===== config.mk =====
export PLATFORM = sky130hd
export DESIGN_NAME = i2c_init_monitor_flat
export DESIGN_NICKNAME = d
export VERILOG_FILES = /design/src/rtl/i2c_init_mon_pkg.sv /design/src/rtl/i2c_init_monitor_if.sv /design/src/rtl/i2c_init_mon_ch.sv /design/src/rtl/i2c_init_monitor.sv /design/src/flat_wrapper.sv
export SDC_FILE = /design/constraint.sdc
export NUM_CORES = 1
export LEC_CHECK = 0
export CORE_ASPECT_RATIO = 1.5
export CORE_UTILIZATION = 52
export CTS_CLUSTER_DIAMETER = 120
export DETAILED_ROUTE_END_ITERATION = 6
export HOLD_SLACK_MARGIN = 0.15
export PLACE_DENSITY = 0.85
export SETUP_SLACK_MARGIN = 0.4
export SLEW_MARGIN = 20
export SYNTH_ARGS = -nofsm -noshare
export SYNTH_HDL_FRONTEND = slang
export SYNTH_SLANG_ARGS = --single-unit

===== constraint.sdc =====
create_clock -name clk -period 3.8 [get_ports clk]
set_input_delay 0.38 -clock clk [delete_from_list [all_inputs] [get_ports clk]]
set_output_delay 0.38 -clock clk [all_outputs]
set_load 0.1 [all_outputs]

===== src/rtl/i2c_init_mon_pkg.sv =====
// Shared CSR word offsets, the default required-register mask
// and the per-channel state type for the I2C init monitor.
package i2c_init_mon_pkg;

  localparam int TFR_CMD    = 0;
  localparam int RX_DATA    = 1;
  localparam int CTRL       = 2;
  localparam int ISER       = 3;
  localparam int ISR        = 4;
  localparam int STATUS     = 5;
  localparam int TFR_LVL    = 6;
  localparam int RX_LVL     = 7;
  localparam int SCL_LOW    = 8;
  localparam int SCL_HIGH   = 9;
  localparam int SDA_HOLD   = 10;

  localparam logic [15:0] DEFAULT_REQ_MASK = 16'h0704;

  typedef enum logic [1:0] {
    IDLE,
    CONFIG,
    DONE,
    TIMEOUT
  } mon_state_e;

  // True for the bus-timing registers a zero value would break.
  function automatic logic is_timing_reg(input logic [3:0] a);
    return (a == 4'(SCL_LOW)) ||
           (a == 4'(SCL_HIGH)) ||
           (a == 4'(SDA_HOLD));
  endfunction

endpackage


===== src/rtl/i2c_init_monitor_if.sv =====
// Snooped CSR write bus plus monitor status for NUM_CH channels.
// Addresses and data are packed per channel, channel 0 lowest.
interface i2c_init_monitor_if #(
  parameter int NUM_CH     = 2,
  parameter int ADDR_WIDTH = 4,
  parameter int DATA_WIDTH = 32
);
  logic [NUM_CH*ADDR_WIDTH-1:0] csr_address;
  logic [NUM_CH-1:0]            csr_write;
  logic [NUM_CH*DATA_WIDTH-1:0] csr_writedata;
  logic [NUM_CH-1:0]            rearm;
  logic [NUM_CH-1:0]            init_done;
  logic                         init_all_done;
  logic [NUM_CH-1:0]            timeout_err;

  modport master (
    output csr_address, csr_write, csr_writedata, rearm,
    input  init_done, init_all_done, timeout_err
  );

  modport slave (
    input  csr_address, csr_write, csr_writedata, rearm,
    output init_done, init_all_done, timeout_err
  );
endinterface


===== src/rtl/i2c_init_mon_ch.sv =====
// One channel: seen mask, enable shadow, stall counter and FSM.
// Option I2C_INIT_MON_ZERO_CHECK_EN: zero timing writes un-see.
module i2c_init_mon_ch
  import i2c_init_mon_pkg::*;
#(
  parameter int          ADDR_WIDTH     = 4,
  parameter int          DATA_WIDTH     = 32,
  parameter logic [15:0] REQ_MASK       = DEFAULT_REQ_MASK,
  parameter int          CTRL_EN_BIT    = 0,
  parameter int          TIMEOUT_CYCLES = 1048576
) (
  input  logic                  clk,
  input  logic                  reset,
  input  logic                  i_write,
  input  logic [ADDR_WIDTH-1:0] i_address,
  input  logic [DATA_WIDTH-1:0] i_writedata,
  input  logic                  i_rearm,
  output logic                  o_init_done,
  output logic                  o_timeout_err
);

  localparam int CW = (TIMEOUT_CYCLES == 0) ? 1
                    : $clog2(TIMEOUT_CYCLES + 1);
  localparam logic [CW-1:0] LIMIT = CW'(TIMEOUT_CYCLES);

  mon_state_e    r_state, w_state_d;
  logic [15:0]   r_seen, w_seen_d, w_seen_nx;
  logic          r_en, w_en_d, w_en_nx;
  logic [CW-1:0] r_cnt, w_cnt_d, w_cnt_inc;
  logic          r_err, w_err_d;

  logic       w_hit, w_ctrl, w_zero, w_cond;
  logic [3:0] w_idx;

  assign w_idx  = i_address[3:0];
  assign w_hit  = i_write &&
                  ((i_address >> 4) == '0);
  assign w_ctrl = w_hit && (w_idx == 4'(CTRL));

`ifdef I2C_INIT_MON_ZERO_CHECK_EN
  assign w_zero = w_hit && is_timing_reg(w_idx) &&
                  (i_writedata == '0);
`else
  assign w_zero = 1'b0;
`endif

  // Register contents as they would be after this cycle's write.
  always_comb begin
    w_seen_nx = r_seen;
    if (w_hit) w_seen_nx[w_idx] = !w_zero;
    w_en_nx = w_ctrl ? i_writedata[CTRL_EN_BIT] : r_en;
    w_cond  = ((w_seen_nx & REQ_MASK) == REQ_MASK) &&
              w_en_nx;
    w_cnt_inc = (r_cnt == '1) ? r_cnt : r_cnt + 1'b1;
  end

  // Next state, seen mask, enable, counter and sticky error.
  always_comb begin
    w_state_d = r_state;
    w_seen_d  = w_seen_nx;
    w_en_d    = w_en_nx;
    w_cnt_d   = r_cnt;
    w_err_d   = r_err;
    unique case (r_state)
      IDLE: begin
        if (w_hit) begin
          w_cnt_d   = CW'(1);
          w_state_d = w_cond ? DONE : CONFIG;
        end
      end
      CONFIG: begin
        w_cnt_d = w_cnt_inc;
        if (w_cond) begin
          w_state_d = DONE;
        end else if (LIMIT != '0 && r_cnt == LIMIT) begin
          w_state_d = TIMEOUT;
          w_err_d   = 1'b1;
        end
      end
      DONE: begin
        if ((w_ctrl && !w_en_nx) || w_zero) begin
          w_state_d = CONFIG;
          w_cnt_d   = CW'(1);
          if (w_ctrl) w_seen_d[CTRL] = 1'b0;
        end
      end
      TIMEOUT: begin
        if (w_cond) w_state_d = DONE;
      end
      default: w_state_d = IDLE;
    endcase
    if (i_rearm) begin
      w_state_d = IDLE;
      w_seen_d  = '0;
      w_en_d    = 1'b0;
      w_cnt_d   = '0;
      w_err_d   = 1'b0;
    end
  end

  // State register.
  always_ff @(posedge clk) begin
    if (reset) begin
      r_state <= IDLE;
      r_seen  <= '0;
      r_en    <= 1'b0;
      r_cnt   <= '0;
      r_err   <= 1'b0;
    end else begin
      r_state <= w_state_d;
      r_seen  <= w_seen_d;
      r_en    <= w_en_d;
      r_cnt   <= w_cnt_d;
      r_err   <= w_err_d;
    end
  end

  assign o_init_done   = (r_state == DONE);
  assign o_timeout_err = r_err;

endmodule


===== src/rtl/i2c_init_monitor.sv =====
// Top: slices the snooped buses into per-channel monitors and
// registers the all-done aggregate. Option: I2C_INIT_MON_ZERO_CHECK_EN.
module i2c_init_monitor
  import i2c_init_mon_pkg::*;
#(
  parameter int          NUM_CH         = 2,
  parameter int          ADDR_WIDTH     = 4,
  parameter int          DATA_WIDTH     = 32,
  parameter logic [15:0] REQ_MASK       = DEFAULT_REQ_MASK,
  parameter int          CTRL_EN_BIT    = 0,
  parameter int          TIMEOUT_CYCLES = 1048576
) (
  input logic             clk,
  input logic             reset,
  i2c_init_monitor_if.slave mon
);

  logic [NUM_CH-1:0] w_done;
  logic [NUM_CH-1:0] w_err;
  logic              r_all_done;

  for (genvar g = 0; g < NUM_CH; g++) begin : g_ch
    i2c_init_mon_ch #(
      .ADDR_WIDTH     (ADDR_WIDTH),
      .DATA_WIDTH     (DATA_WIDTH),
      .REQ_MASK       (REQ_MASK),
      .CTRL_EN_BIT    (CTRL_EN_BIT),
      .TIMEOUT_CYCLES (TIMEOUT_CYCLES)
    ) u_ch (
      .clk           (clk),
      .reset         (reset),
      .i_write       (mon.csr_write[g]),
      .i_address     (mon.csr_address[g*ADDR_WIDTH +: ADDR_WIDTH]),
      .i_writedata   (mon.csr_writedata[g*DATA_WIDTH +: DATA_WIDTH]),
      .i_rearm       (mon.rearm[g]),
      .o_init_done   (w_done[g]),
      .o_timeout_err (w_err[g])
    );
  end

  // Aggregate done, one cycle behind the channel flags.
  always_ff @(posedge clk) begin
    if (reset) r_all_done <= 1'b0;
    else       r_all_done <= &w_done;
  end

  assign mon.init_done     = w_done;
  assign mon.init_all_done = r_all_done;
  assign mon.timeout_err   = w_err;

endmodule


===== src/flat_wrapper.sv =====
// flat-port wrapper written by rule: the top's interface ports become plain ports
module i2c_init_monitor_flat import i2c_init_mon_pkg::*;
#(
  parameter int          NUM_CH         = 2,
  parameter int          ADDR_WIDTH     = 4,
  parameter int          DATA_WIDTH     = 32,
  parameter logic [15:0] REQ_MASK       = DEFAULT_REQ_MASK,
  parameter int          CTRL_EN_BIT    = 0,
  parameter int          TIMEOUT_CYCLES = 1048576
)
  (clk, reset, mon_csr_address, mon_csr_write, mon_csr_writedata, mon_rearm, mon_init_done, mon_init_all_done, mon_timeout_err);
  i2c_init_monitor_if #(.NUM_CH(NUM_CH), .ADDR_WIDTH(ADDR_WIDTH), .DATA_WIDTH(DATA_WIDTH)) mon_i ();
  input logic clk;
  input logic reset;
  input wire logic [$bits(mon_i.csr_address)-1:0] mon_csr_address;
  input wire logic [$bits(mon_i.csr_write)-1:0] mon_csr_write;
  input wire logic [$bits(mon_i.csr_writedata)-1:0] mon_csr_writedata;
  input wire logic [$bits(mon_i.rearm)-1:0] mon_rearm;
  output wire logic [$bits(mon_i.init_done)-1:0] mon_init_done;
  output wire logic [$bits(mon_i.init_all_done)-1:0] mon_init_all_done;
  output wire logic [$bits(mon_i.timeout_err)-1:0] mon_timeout_err;
  assign mon_i.csr_address = mon_csr_address;
  assign mon_i.csr_write = mon_csr_write;
  assign mon_i.csr_writedata = mon_csr_writedata;
  assign mon_i.rearm = mon_rearm;
  assign mon_init_done = mon_i.init_done;
  assign mon_init_all_done = mon_i.init_all_done;
  assign mon_timeout_err = mon_i.timeout_err;
  i2c_init_monitor #(.NUM_CH(NUM_CH), .ADDR_WIDTH(ADDR_WIDTH), .DATA_WIDTH(DATA_WIDTH), .REQ_MASK(REQ_MASK), .CTRL_EN_BIT(CTRL_EN_BIT), .TIMEOUT_CYCLES(TIMEOUT_CYCLES)) u_core (.clk(clk), .reset(reset), .mon(mon_i));
endmodule

* After elaboration in Yosys (flattened, before gate mapping) *
Cells that the tools add are included.

word-level totals
  flip-flop bits (word level) = 83
  bits in latches = 0
  bits in writable memories = 0
  memory bits (read-only) = 0
  input bits = 78
  output and inout bits = 5
  memories = 0

cells by class
  add/subtract/negate cells = 2
  $mul = 0
  divide/modulo/power cells = 0
  magnitude comparators = 4
  equal/unequal tests = 24
  shift operators = 0
  muxes and demuxes = 36
  bitwise logic cells = 4
  reductions and logical operators = 23

operator list
  kind                     number
  $mux W21                 6
  $pmux W21 S3             2
  $eq A21 B21 Y1 const B   4
  $add A21 B1 Y21 const B  2
  $or A16 B16 Y16          2
  $mux W2                  12
  $mux W11                 2
  $pmux W2 S4              2
  $reduce_and A4 Y1        4
  $ne A2 B2 Y1 const B     6
  $lt A4 B5 Y1 const B     2
  $mux W1                  10
  $demux W1 S4             2
  $eq A2 B2 Y1 const B     4
  $eq A4 B2 Y1 const B     2
  $eq A4 B4 Y1 const B     2
  $ge A4 B1 Y1 const B     2
  $logic_and A1 B1 Y1      8
  $ne A3 B3 Y1 const B     2
  $reduce_and A3 Y1        2
  $reduce_bool A3 Y1       2
  $eq A2 B1 Y1 const B     2
  $logic_not A2 Y1         2
  $ne A2 B1 Y1 const B     2
  other kinds (4)          7

* Depth between registers and ports, before layout *
  depth after elaboration = 11
  depth in mapped cells = 7

* Modules after synthesis *
A second synthesis with hierarchy kept.

second synthesis, totals
  cell total of the unflattened synthesis = 444
  area, all modules = 3746.1 um2

modules (own cells, without submodules)
  module                                 instances  cells each  area an instance (um2)
  i2c_init_mon_ch (u_core.g_ch[1].u_ch)  1          224         1899.3
  i2c_init_mon_ch (u_core.g_ch[0].u_ch)  1          218         1818.0
  i2c_init_monitor                       1          2           28.8

* Least setup slack after synthesis *
No wires, ideal clock.

  path kind = input to register
  start point = in mon_csr_address[3]
  end point = reg u_core.g_ch[0].u_ch.r_cnt[15]
  setup time = 71 ps
  arrival = 2151 ps
  required time = 3729 ps
  setup slack = 1578 ps
  stages on the path = 6
  buffers on the path = 2
  cells stage by stage = clkbuf_1 > o41a_4 > or4_1 > buf_2 > or3_1 > a21oi_1

on the way
  cells in the longest elaborated chain, start to end = 7

ends and longest elaborated chain
  what                             line                    RTL
  from (decl)                      flat_wrapper.sv:15      input wire logic [$bits(mon_i.csr_address)-1:0] mon_csr_address;
  $eq A4 B2 Y1 (*)                 i2c_init_mon_ch.sv:38   assign w_ctrl = w_hit && (w_idx == 4'(CTRL));
  $logic_and A1 B1 Y1 (*)          i2c_init_mon_ch.sv:38
  $mux W1                          i2c_init_mon_ch.sv:51   w_en_nx = w_ctrl ? i_writedata[CTRL_EN_BIT] : r_en;
  $logic_not A1 Y1                 i2c_init_mon_ch.sv:81   if ((w_ctrl && !w_en_nx) || w_zero) begin
  $logic_and A1 B1 Y1 (*)          i2c_init_mon_ch.sv:81
  $ne A2 B1 Y1 (no line) (*)       --
  $reduce_and A4 Y1 (no line) (*)  --
  to (signal assigned)             i2c_init_mon_ch.sv:113  r_cnt <= w_cnt_d;
  to (decl)                        i2c_init_mon_ch.sv:29   logic [CW-1:0] r_cnt, w_cnt_d, w_cnt_inc;

Every way passes the cells marked *; elsewhere a longest branch is shown, timed or not.
A chain may end at the register's enable or synchronous reset.

* Final worst setup path *
  start point = reg u_core.g_ch[1].u_ch.r_state[1]
  end point = out mon_init_done[1]

on the way
  cells in the longest elaborated chain, start to end = 1

ends and longest elaborated chain
  what                    line                    RTL
  from (decl)             i2c_init_mon_ch.sv:26   mon_state_e r_state, w_state_d;
  from (signal assigned)  i2c_init_mon_ch.sv:110  r_state <= w_state_d;
  $eq A2 B2 Y1            i2c_init_mon_ch.sv:118  assign o_init_done = (r_state == DONE);
  to (decl)               flat_wrapper.sv:19      output wire logic [$bits(mon_i.init_done)-1:0] mon_init_done;

Every way passes these cells.

==> results.tsv <==
stage	metric	value	unit
global_route	GRT overflow	0	
logic_synthesis	Synth area leader	dfxtp_1	
finish	ANT cells	0	
clocking	Max Root-Sink Buffers	2	
clocking	clock buffer count from CTS	9	
logic_synthesis	Post-Syn Area	3100	sq um
drt	met2 WL	3720	microns
drt	met1 wire length	2820	microns
sta	Finish-stage setup viols	0	
drt	WL met3	192	microns
hold_path	Worst Hold Class	reg2reg	
power_and_ir_drop	overall power	1400	uW
floorplan	IO Pins	83	
finish	share of cells above drive strength 1	0.0796	
drt	Post-Route WL	6900	microns
logic_synthesis	EDFF count, synth	0	
power_and_ir_drop	Leak	0.00110	uW
worst_setup_path	CP max FO	9	
drt	via count	2822	
sta	worst rel slew slack	0.358	
sta	Final Max Tran Viols	0	
finish	Layout area overhead	15.4	%
logic_synthesis	ys async rst share	0	
sta	Tcrit/Tclk final	0.745	
clocking	CTS H-tree depth	3	
drt	drt pass-1 iters	4	
global_route	first-pass GRT wire length	11700	microns
sta	Final Hold Fails	0	
worst_setup_path	Worst Setup SP	u_core.g_ch[1].u_ch.r_state[1]	
power_and_ir_drop	Combinational Power Share	0.048	
logic_synthesis	#FFs+latches synth	59	
clocking	number of setup buffers added after CTS	0	
worst_setup_path	reg2reg start	u_core.g_ch[0].u_ch.r_state[0]	
logic_synthesis	most frequent cell after synthesis	dfxtp_1	
global_route	largest net degree at the start of global routing	21	
clocking	CTS tree	done	
logic_synthesis	Post-synth top cells	dfxtp_1 (59), nor2_1 (42), a21oi_1 (37)	
drt	Routed Antenna Nets	0	
sta	Slew @ Worst Pin	0.960	ns
place	Placer Congestion	0.868	
sta	RSZ-0062 raised after global routing	no	
worst_setup_path	critical path type	reg2out	
logic_synthesis	synth unique cells	53	
clocking	Sink Count	59	
clocking	hold-fix buffers at CTS	0	
clocking	post_cts resized	0	
floorplan	core area	5790	sq um
floorplan	die area	6270	sq um
power_and_ir_drop	Seq pwr share	0.449	
global_route	antenna violations before repair	0	
floorplan	# rows	34	
power_and_ir_drop	clock share of power	0.503	
sta	worst clock skew	0.00991	ns
power_and_ir_drop	Pwr Density	391	nW/um^2
worst_setup_path	Critical Path RT	3.42	ns
logic_synthesis	Syn Inst Count	380	
place	placed wire-length estimate	5030	microns
power_and_ir_drop	VDD IR-drop max	0.000271	V
clocking	Root Buffer Master	clkbuf_8	
worst_setup_path	Critical Path AT	2.45	ns
clocking	clk slew on worst S/H paths	0.07	ns
global_route	via count of the first global-routing pass	2715	
power_and_ir_drop	NetSw	292	uW
logic_synthesis	sequential-to-total area share from yosys stat	0.382	
place	I/O Buffers	20	
logic_synthesis	Syn Area/Cell	8.15	sq um
worst_setup_path	Startpoint Class	register	
sta	fmax	353	MHz
logic_synthesis	Net Count, Synth	462	
hold_path	hold_sp	u_core.g_ch[0].u_ch.o_timeout_err	
finish	nets@finish	479	
sta	setup tns final	0	ns
drt	Max Used Layer	met4	
logic_synthesis	Yosys Warn Count	0	
drt	WL/cell	14.5	microns
sta	Final min period	2.83	ns
drt	vias per std cell	5.95	
run	max_cap viols	0	
worst_setup_path	crit path capture type	primary output	
logic_synthesis	Synth top area share	0.382	
drt	DRC	0	
power_and_ir_drop	internal power	1100	uW
floorplan	die height	96.5	microns
power_and_ir_drop	switch share	0.209	
floorplan	initial core utilization	0.535	
drt	Initial DRC Count	163	
global_route	all-layer global routing usage	0.244	
clocking	clk_lat worst skew	0.34	ns
logic_synthesis	Main synth FF type	dfxtp_1	
floorplan	Die W	65.0	microns
run_status	run status	complete, no violations	
logic_synthesis	most area-consuming cells after synthesis	dfxtp_1 (38%), a21oi_1 (6.0%), nor2_1 (5.1%)	
-- flip-flops by register name (all words and copies together) (netlist names) --
register,cells
u_core.g_ch.u_ch.r_en,2
u_core.g_ch.u_ch.r_state,4
u_core.g_ch.u_ch.o_timeout_err,2
u_core.g_ch.u_ch.r_seen,8
u_core.g_ch.u_ch.r_cnt,42
u_core.mon.init_all_done,1
-- critical path: stages (launching register included) --
cell             delay (ns)
dfxtp_1                0.46
nor2b_1                0.42
clkdlybuf4s50_1        1.22
-- final timing paths --
path | to | slack [ns] | cells past startpoint
worst min-delay path | u_core.g_ch[0].u_ch.o_timeout_err | 0.48 | 2
worst min register to register | u_core.g_ch[0].u_ch.o_timeout_err | 0.48 | 2
worst max register to register | u_core.g_ch[0].u_ch.r_cnt[17] | 1.51 | 5
worst max-delay path | mon_init_done[1] | 0.97 | 2
-- cell families (layout without fill, tap and decap cells) --
logic type                 after synthesis  count (layout)  share of synthesized area
DFF                                     59              59                      0.382
and+or+nand+nor                        173             173                      0.312
AOI/OAI and AO/OA                       90              90                      0.185
buffers and inverters                   34              56                     0.0465
xor gates and xnor gates                17              17                     0.0481
muxes                                    3               3                     0.0101
adders and majority gates                4               4                     0.0162
-- through the flow --
step	util	cells	area, sq um	hold WS [ns]	worst slack (ns)
after CTS	0.617	474	3570	0.488	0.939
after floorplan	-	380	3100	0.430	1.58
after global routing	0.617	474	3570	0.525	0.857
after global placement	0.576	458	3330	0.446	1.01
after detailed placement	0.576	458	3330	0.472	0.959
final	0.617	474	3570	0.482	0.971
-- layer usage --
metal	GRT usage	vias up
li1	-	1426
met1	0.242	1346
met2	0.461	35
met3	0.0692	15
met4	0.115	0
met5	0	-
-- power groups by stage --
stage / clock network, uW / registers [uW] / logic [uW]
2_1_floorplan: 0 / 639 / 37.5
3_3_place_gp: 0 / 640 / 65.5
3_5_place_dp: 0 / 640 / 66.7
4_1_cts: 711 / 626 / 67.1
5_1_grt: 744 / 626 / 73.6
6_report: 702 / 626 / 67.4
-- cells in the final DEF (no fill, tap or decap), types with 13 or more instances in the layout --
cell             Yosys  layout
dfxtp_1             59      59
nor2_1              42      42
a21oi_1             37      37
nand2_1             24      24
nand3_1             20      20
o21ai_0             20      20
clkdlybuf4s50_1      0      20
inv_1               18      18
or3_1               16      16
xnor2_1             15      15
nand4_1             13      13
-- area by class of cell --
class / instances / area (sq um)
clock buffers: 11 / 141
clock inverters: 5 / 100
fillers: 519 / 2210
inverters: 18 / 67.6
multi-input cells: 287 / 1780
flip-flops and latches: 59 / 1180
well taps: 72 / 90.1
repair buffers: 22 / 215
Note: power is estimated with default switching activity, not from simulation.
